`config.mk`:
```
export PLATFORM = sky130hd
export DESIGN_NAME = uart_tx_arbiter
export DESIGN_NICKNAME = d
export VERILOG_FILES = /design/src/rtl/uart_tx_arbiter.sv
export SDC_FILE = /design/constraint.sdc
export NUM_CORES = 1
export LEC_CHECK = 0
export ABC_AREA = 0
export ABC_CLOCK_PERIOD_IN_PS = 3650
export CAP_MARGIN = 20
export CORE_MARGIN = 10
export CORE_UTILIZATION = 55
export DETAILED_ROUTE_END_ITERATION = 8
export PLACE_DENSITY = 0.81
export SYNTH_ARGS = -nofsm -noshare
export SYNTH_HDL_FRONTEND = slang
export SYNTH_SLANG_ARGS = --single-unit
```
`constraint.sdc`:
```
create_clock -name i_CLK -period 3.65 [get_ports i_CLK]
set_input_delay 0.9125 -clock i_CLK [delete_from_list [all_inputs] [get_ports i_CLK]]
set_output_delay 0.9125 -clock i_CLK [all_outputs]
set_load 0.01 [all_outputs]
```
`src/rtl/uart_tx_arbiter.sv`:
```
// Round-robin arbiter that shares one UART transmitter between two byte requesters.
// Each transfer runs IDLE (grant/ACK) -> LAUNCH -> WAIT_DONE (done or timeout) -> GAP -> IDLE.
module uart_tx_arbiter #(
  parameter int unsigned c_TIMEOUT_CYCLES = 10000
) (
  input  logic       i_CLK,
  input  logic       i_RST_N,
  input  logic       i_REQ0_DV,
  input  logic [7:0] i_REQ0_DATA,
  output logic       o_REQ0_ACK,
  input  logic       i_REQ1_DV,
  input  logic [7:0] i_REQ1_DATA,
  output logic       o_REQ1_ACK,
  output logic       o_TX_DV,
  output logic [7:0] o_TX_DATA,
  input  logic       i_TX_ACTIVE,
  input  logic       i_TX_DONE,
  output logic       o_BUSY,
  output logic       o_GRANT,
  output logic       o_TIMEOUT
);

  typedef enum logic [1:0] {
    IDLE      = 2'd0,
    LAUNCH    = 2'd1,
    WAIT_DONE = 2'd2,
    GAP       = 2'd3
  } arbState_t;

  localparam logic [31:0] TimeoutLast = 32'(c_TIMEOUT_CYCLES - 1);

  arbState_t   state_q, state_d;
  logic [7:0]  txData_q, txData_d;
  logic        grant_q, grant_d;
  logic        lastServed_q, lastServed_d;
  logic        ack0_q, ack0_d;
  logic        ack1_q, ack1_d;
  logic        txDv_q, txDv_d;
  logic        timeout_q, timeout_d;
  logic [31:0] timeoutCnt_q, timeoutCnt_d;

  logic anyReq;
  logic grantNow;
  logic grantSel;
  logic timeoutHit;

  // On a tie the requester that was not served last wins; a lone request always wins.
  assign anyReq     = i_REQ0_DV | i_REQ1_DV;
  assign grantNow   = (state_q == IDLE) && !i_TX_ACTIVE && anyReq;
  assign grantSel   = (i_REQ0_DV && i_REQ1_DV) ? ~lastServed_q : i_REQ1_DV;
  assign timeoutHit = (state_q == WAIT_DONE) && !i_TX_DONE && (timeoutCnt_q == TimeoutLast);

  always_ff @(posedge i_CLK or negedge i_RST_N) begin
    if (!i_RST_N) begin
      state_q      <= IDLE;
      txData_q     <= 8'h00;
      grant_q      <= 1'b0;
      lastServed_q <= 1'b1;
      ack0_q       <= 1'b0;
      ack1_q       <= 1'b0;
      txDv_q       <= 1'b0;
      timeout_q    <= 1'b0;
      timeoutCnt_q <= 32'd0;
    end else begin
      state_q      <= state_d;
      txData_q     <= txData_d;
      grant_q      <= grant_d;
      lastServed_q <= lastServed_d;
      ack0_q       <= ack0_d;
      ack1_q       <= ack1_d;
      txDv_q       <= txDv_d;
      timeout_q    <= timeout_d;
      timeoutCnt_q <= timeoutCnt_d;
    end
  end

  always_comb begin
    state_d = state_q;
    case (state_q)
      IDLE:      if (grantNow) state_d = LAUNCH;
      LAUNCH:    state_d = WAIT_DONE;
      WAIT_DONE: if (i_TX_DONE || timeoutHit) state_d = GAP;
      GAP:       state_d = IDLE;
      default:   state_d = IDLE;
    endcase
  end

  // A done arriving on the last allowed cycle takes priority over the timeout.
  always_comb begin
    txData_d     = txData_q;
    grant_d      = grant_q;
    lastServed_d = lastServed_q;
    ack0_d       = 1'b0;
    ack1_d       = 1'b0;
    txDv_d       = 1'b0;
    timeout_d    = 1'b0;
    timeoutCnt_d = timeoutCnt_q;
    case (state_q)
      IDLE: begin
        if (grantNow) begin
          grant_d      = grantSel;
          lastServed_d = grantSel;
          ack0_d       = ~grantSel;
          ack1_d       = grantSel;
          txData_d     = grantSel ? i_REQ1_DATA : i_REQ0_DATA;
        end
      end
      LAUNCH: begin
        txDv_d       = 1'b1;
        timeoutCnt_d = 32'd0;
      end
      WAIT_DONE: begin
        if (!i_TX_DONE) begin
          if (timeoutHit) begin
            timeout_d = 1'b1;
          end else begin
            timeoutCnt_d = timeoutCnt_q + 32'd1;
          end
        end
      end
      default: begin
      end
    endcase
  end

  assign o_REQ0_ACK = ack0_q;
  assign o_REQ1_ACK = ack1_q;
  assign o_TX_DV    = txDv_q;
  assign o_TX_DATA  = txData_q;
  assign o_BUSY     = (state_q != IDLE);
  assign o_GRANT    = grant_q;
  assign o_TIMEOUT  = timeout_q;

endmodule

```
Yosys cells after proc, flatten, opt, wreduce, memory -nomap -nowiden:

Cells that the tools add are included.

* register bits: 48
* latch bits: 0
* RAM bits: 0
* ROM bits: 0
* input bits: 22
* output and inout bits: 14
* word-level logic and storage cells: 51
* memories kept: 0

* $add $sub $neg: 1
* multiply operators: 0
* div/mod/pow operators: 0
* magnitude comparators: 0
* eq/ne operators: 8
* shifts and indexed selects: 0
* multiplexer cells: 16
* bitwise logic cells: 3
* reduce and logical (&&, ||, !) cells: 14

Operators with widths (number)
* 2-to-1 mux 32 bit: 2
* case mux 32 bit (2 select lines): 1
* adder 32 x 1 -> 32 bit, second input constant: 1
* equality test 32 x 14 -> 1 bit, second input constant: 1
* 2-to-1 mux 1 bit: 9
* 2-to-1 mux 8 bit: 1
* case mux 2 bit (4 select lines): 1
* inequality test 2 bit, second input constant: 3
* logical AND 1 bit: 5
* equality test 2 bit, second input constant: 2
* 2-to-1 mux 2 bit: 2
* AND reduction 2 bit: 2
* nonzero test 2 bit: 2
* AND reduction 3 bit: 1
* equality test 2 x 1 -> 1 bit, second input constant: 1
* zero test 1 bit: 2
* zero test 2 bit: 1
* inequality test 2 x 1 -> 1 bit, second input constant: 1
* inverter 1 bit: 2
* logical OR 1 bit: 1
* OR 1 bit: 1

Depth between registers and ports, before layout:

* word-level depth: 6
* gate-level depth with buffers: 7

Worst setup path after synthesis:

OpenSTA, ideal clock, no wires.

* kind: input -> register
* from: in i_TX_DONE
* to: reg timeoutCnt_q[31]
* setup time: 0.120 ns
* data arrival time: 2.118 ns
* setup slack: 1.411 ns
* cell stages on the path: 5
* path through: nand3b_1 nor4_4 and4_1 a31oi_1 a41o_1

* word-level cells in the longest chain between the ends: 5
* elaborated cells on any way between the ends: 6
* classes of those cells: 2 x eq/ne; 4 x reduce/logical

RTL lines
* from (decl): line 17 `input logic i_TX_DONE,`
* zero test 1 bit
* logical AND 1 bit (2 in series): line 51 `assign timeoutHit = (state_q == WAIT_DONE) && !i_TX_DONE && (timeoutCnt_q == TimeoutLast);`
* inequality test 2 bit (no line)
* AND reduction 3 bit (no line) (*)
* to (signal assigned): line 73 `timeoutCnt_q <= timeoutCnt_d;`
* to (decl): line 40 `logic [31:0] timeoutCnt_q, timeoutCnt_d;`

Every way passes the cells marked *; elsewhere a longest branch is shown, timed or not.
A chain may end at the register's enable or synchronous reset.

Final worst setup path:

* from: reg state_q[0]
* to: out o_BUSY

* word-level cells in the longest chain between the ends: 1

RTL lines
* from (decl): line 32 `arbState_t state_q, state_d;`
* from (signal assigned): line 65 `state_q <= state_d;`
* nonzero test 2 bit: line 130 `assign o_BUSY = (state_q != IDLE);`
* to (decl): line 18 `output logic o_BUSY,`

No other way between the ends.

==> reports/qor.csv <==
metric,value,unit
number of synthesis warnings,0,
synthesized cell area,2450,sq um
worst skew pair latency,300,ps
M1 GR Usage,0.191,
Yosys reg bits,48,
total gr overflow,0,
Worst Skew,4.72,ps
worst vdd ir,0.360,mV
Post-DP HPWL,4020,um
Final ANT Viol Nets,0,
Worst Path Arrival,1630,ps
first-pass GRT wire length,9400,um
initial antenna violation count,0,
post-CTS setup buffers,0,
layout cells sized above 1,0.125,
Max Freq,394,MHz
switching share of power,0.326,
"top cells by area, synth","dfrtp_1 48%, xor2_1 5.4%, nor2_1 3.5%",
R2R Setup Slk,1340,ps
placeable core area,4320,sq um
Max Cap Viol,0,
CTS tree,done,
post-DR wirelength/cell,16.8,um
LEAKAGE,1.35,nW
die area,7520,sq um
Flop pwr share,0.448,
Setup crit start,state_q[0]$_DFFE_PN0P_,
die span in y,86.7,um
Fin. Hold Viols,0,
Worst Path Max Fanout,3,
FP Rows,24,
Port Buffers,35,
final setup vio count,0,
number of global-route vias before repair,1909,
Comb pwr share,0.335,
syn nets,258,
"Seq/Total Area, Yosys",0.492,
Num CTS Buffers,5,
status,"finished, final reports clean",
CP max stage cell,clkdlybuf4s50_1,
dpl cells,314,
Yosys cell types,47,
slowest cell delay on critical path,550,ps
Critical Path RT,2740,ps
largest net degree at the start of global routing,49,
"leading cell type in the layout, fill and taps excluded",dfrtp_1,
Post-synth EDFFs,0,
fin crit share,0.696,
grt met2 use,0.242,
Synth top area share,0.481,
Pwr Total,1.52,mW
Die Wd,86.7,um
Critical Path End Type,primary output,
Finished Layout Cells,323,
remaining routing DRC violations,0,
most frequent cells in the layout,"47 x dfrtp_1, 34 x clkdlybuf4s50_1, 23 x nor2_1, 15 x xor2_1",
DP Area,2830,sq um
CP most frequent cell,inv_1,
I/O pins,36,
reg2reg start,timeoutCnt_q[24]$_DFFE_PN0P_,
Post-Syn Area per Cell,10.5,sq um
final layout net count,296,
met3 GRT Util,0.0544,
Worst Tran Pin Value,926,ps
H-tree depth,2,
Tmin final,2540,ps
RSZ-0062 raised after global routing,false,
CTS resizes,0,
Worst-path clk slew,90,ps
First-pass DRT Iterations,4,
Clk pwr share,0.216,
Worst Hold Class,primary input to async pin,
clk buf depth,2,
Pins Over Slew Limit,0,
total track usage,0.152,
busiest layer in global routing,met2,
clock sink count,48,
Main synth FF type,dfrtp_1,
post-synth top area cell,dfrtp_1,
switching power,0.495,mW
Area Growth Syn to Fin,20.5,%
initial core utilization,0.566,
clk root buf,clkbuf_8,
vias,1919,
worst-path cell chain,inv_1 -> ha_1 -> inv_1 -> clkdlybuf4s50_1,
hold_buf cts,0,
asr flop ratio synth,1.00,
Routed WL,5420,um
via/cell ratio,5.94,
total negative setup slack,0,ps
Power Density,515,nW/um^2
Rel. slew slack,0.381,
diodes inserted,0,
critical path launch point type,register,
Mapped Cells,232,
routability cong.,0.838,
cell area after layout,2950,sq um
internal power,1.02,mW
drt first-iter violations,132,
Setup CP Type,register to primary output,
-- layout make-up --
| cell class | count | area (sq um) |
|---|---|---|
| Multi-Input combinational cell | 163 | 1150 |
| Tap cell | 52 | 65.1 |
| Timing Repair Buffer | 38 | 380 |
| Sequential cell | 48 | 1200 |
| Clock inverter | 2 | 10.0 |
| Inverter | 14 | 52.6 |
| Clock buffer | 6 | 82.6 |
| Fill cell | 326 | 1380 |
-- flip-flops by register name (all words and copies together) (netlist names) --
signal,flops
o_TIMEOUT,1
o_TX_DV,1
timeoutCnt_q,32
o_TX_DATA,8
o_GRANT,1
o_REQ1_ACK,1
lastServed_q,1
state_q,2
o_REQ0_ACK,1
-- power by group through the flow --
stage	Clock, mW	Combinational [mW]	Sequential [mW]
4_1_cts	0.330	0.516	0.681
3_5_place_dp	0	0.514	0.689
5_1_grt	0.351	0.572	0.694
2_1_floorplan	0	0.263	0.706
3_3_place_gp	0	0.497	0.685
6_report	0.329	0.509	0.681
-- metrics by stage --
stage / hold slack (ps) / worst slack [ps] / util
floorplan: 485 / 1410 / -
CTS: 492 / 1100 / 0.677
detailed placement: 469 / 823 / 0.655
global route: 504 / 989 / 0.681
finish: 485 / 1110 / 0.681
global placement: 461 / 904 / 0.655
-- routing by layer --
metal	up-vias	part of all wire	wire length, um
met5	-	0	0
met3	7	0.064	347
li1	930	-	-
met4	0	0.0094	51
met2	43	0.49	2670
met1	939	0.43	2360
-- final timing paths --
kind / to / cells past startpoint
max in group asynchronous: lastServed_q$_DFFE_PN1P_ / 2
worst min register to register: o_GRANT$_DFFE_PN0P_ / 1
worst max register to register: state_q[1]$_DFFE_PN0P_ / 5
worst max-delay path: o_BUSY / 4
worst min-delay path: timeoutCnt_q[17]$_DFFE_PN0P_ / 1
min in group i_CLK: o_GRANT$_DFFE_PN0P_ / 1
-- Yosys cell counts (5+ instances only) --
cell,number
a21oi_1,7
a222oi_1,8
clkbuf_1,5
dfrtp_1,47
inv_1,14
nand2_1,13
nand3_1,14
nand4_1,11
nor2_1,23
o21ai_0,8
xor2_1,15
-- critical path: cells and delay by family (launching register included) --
family,cells,cell delay (ps)
adder cells (fa/ha/maj),1,250
buffers and inverters,3,730
flip-flops,1,360
-- cells by family after synthesis --
| group | Yosys count | synth area share |
|---|---|---|
| DFF | 48 | 0.492 |
| adders and majority gates | 4 | 0.0205 |
| xor gates and xnor gates | 17 | 0.0609 |
| buffers and inverters | 21 | 0.0368 |
| and+or+nand+nor | 102 | 0.266 |
| muxes | 1 | 0.00614 |
| AOI/OAI and AO/OA | 39 | 0.118 |
No activity file was read; power rests on OpenSTA's default activity.
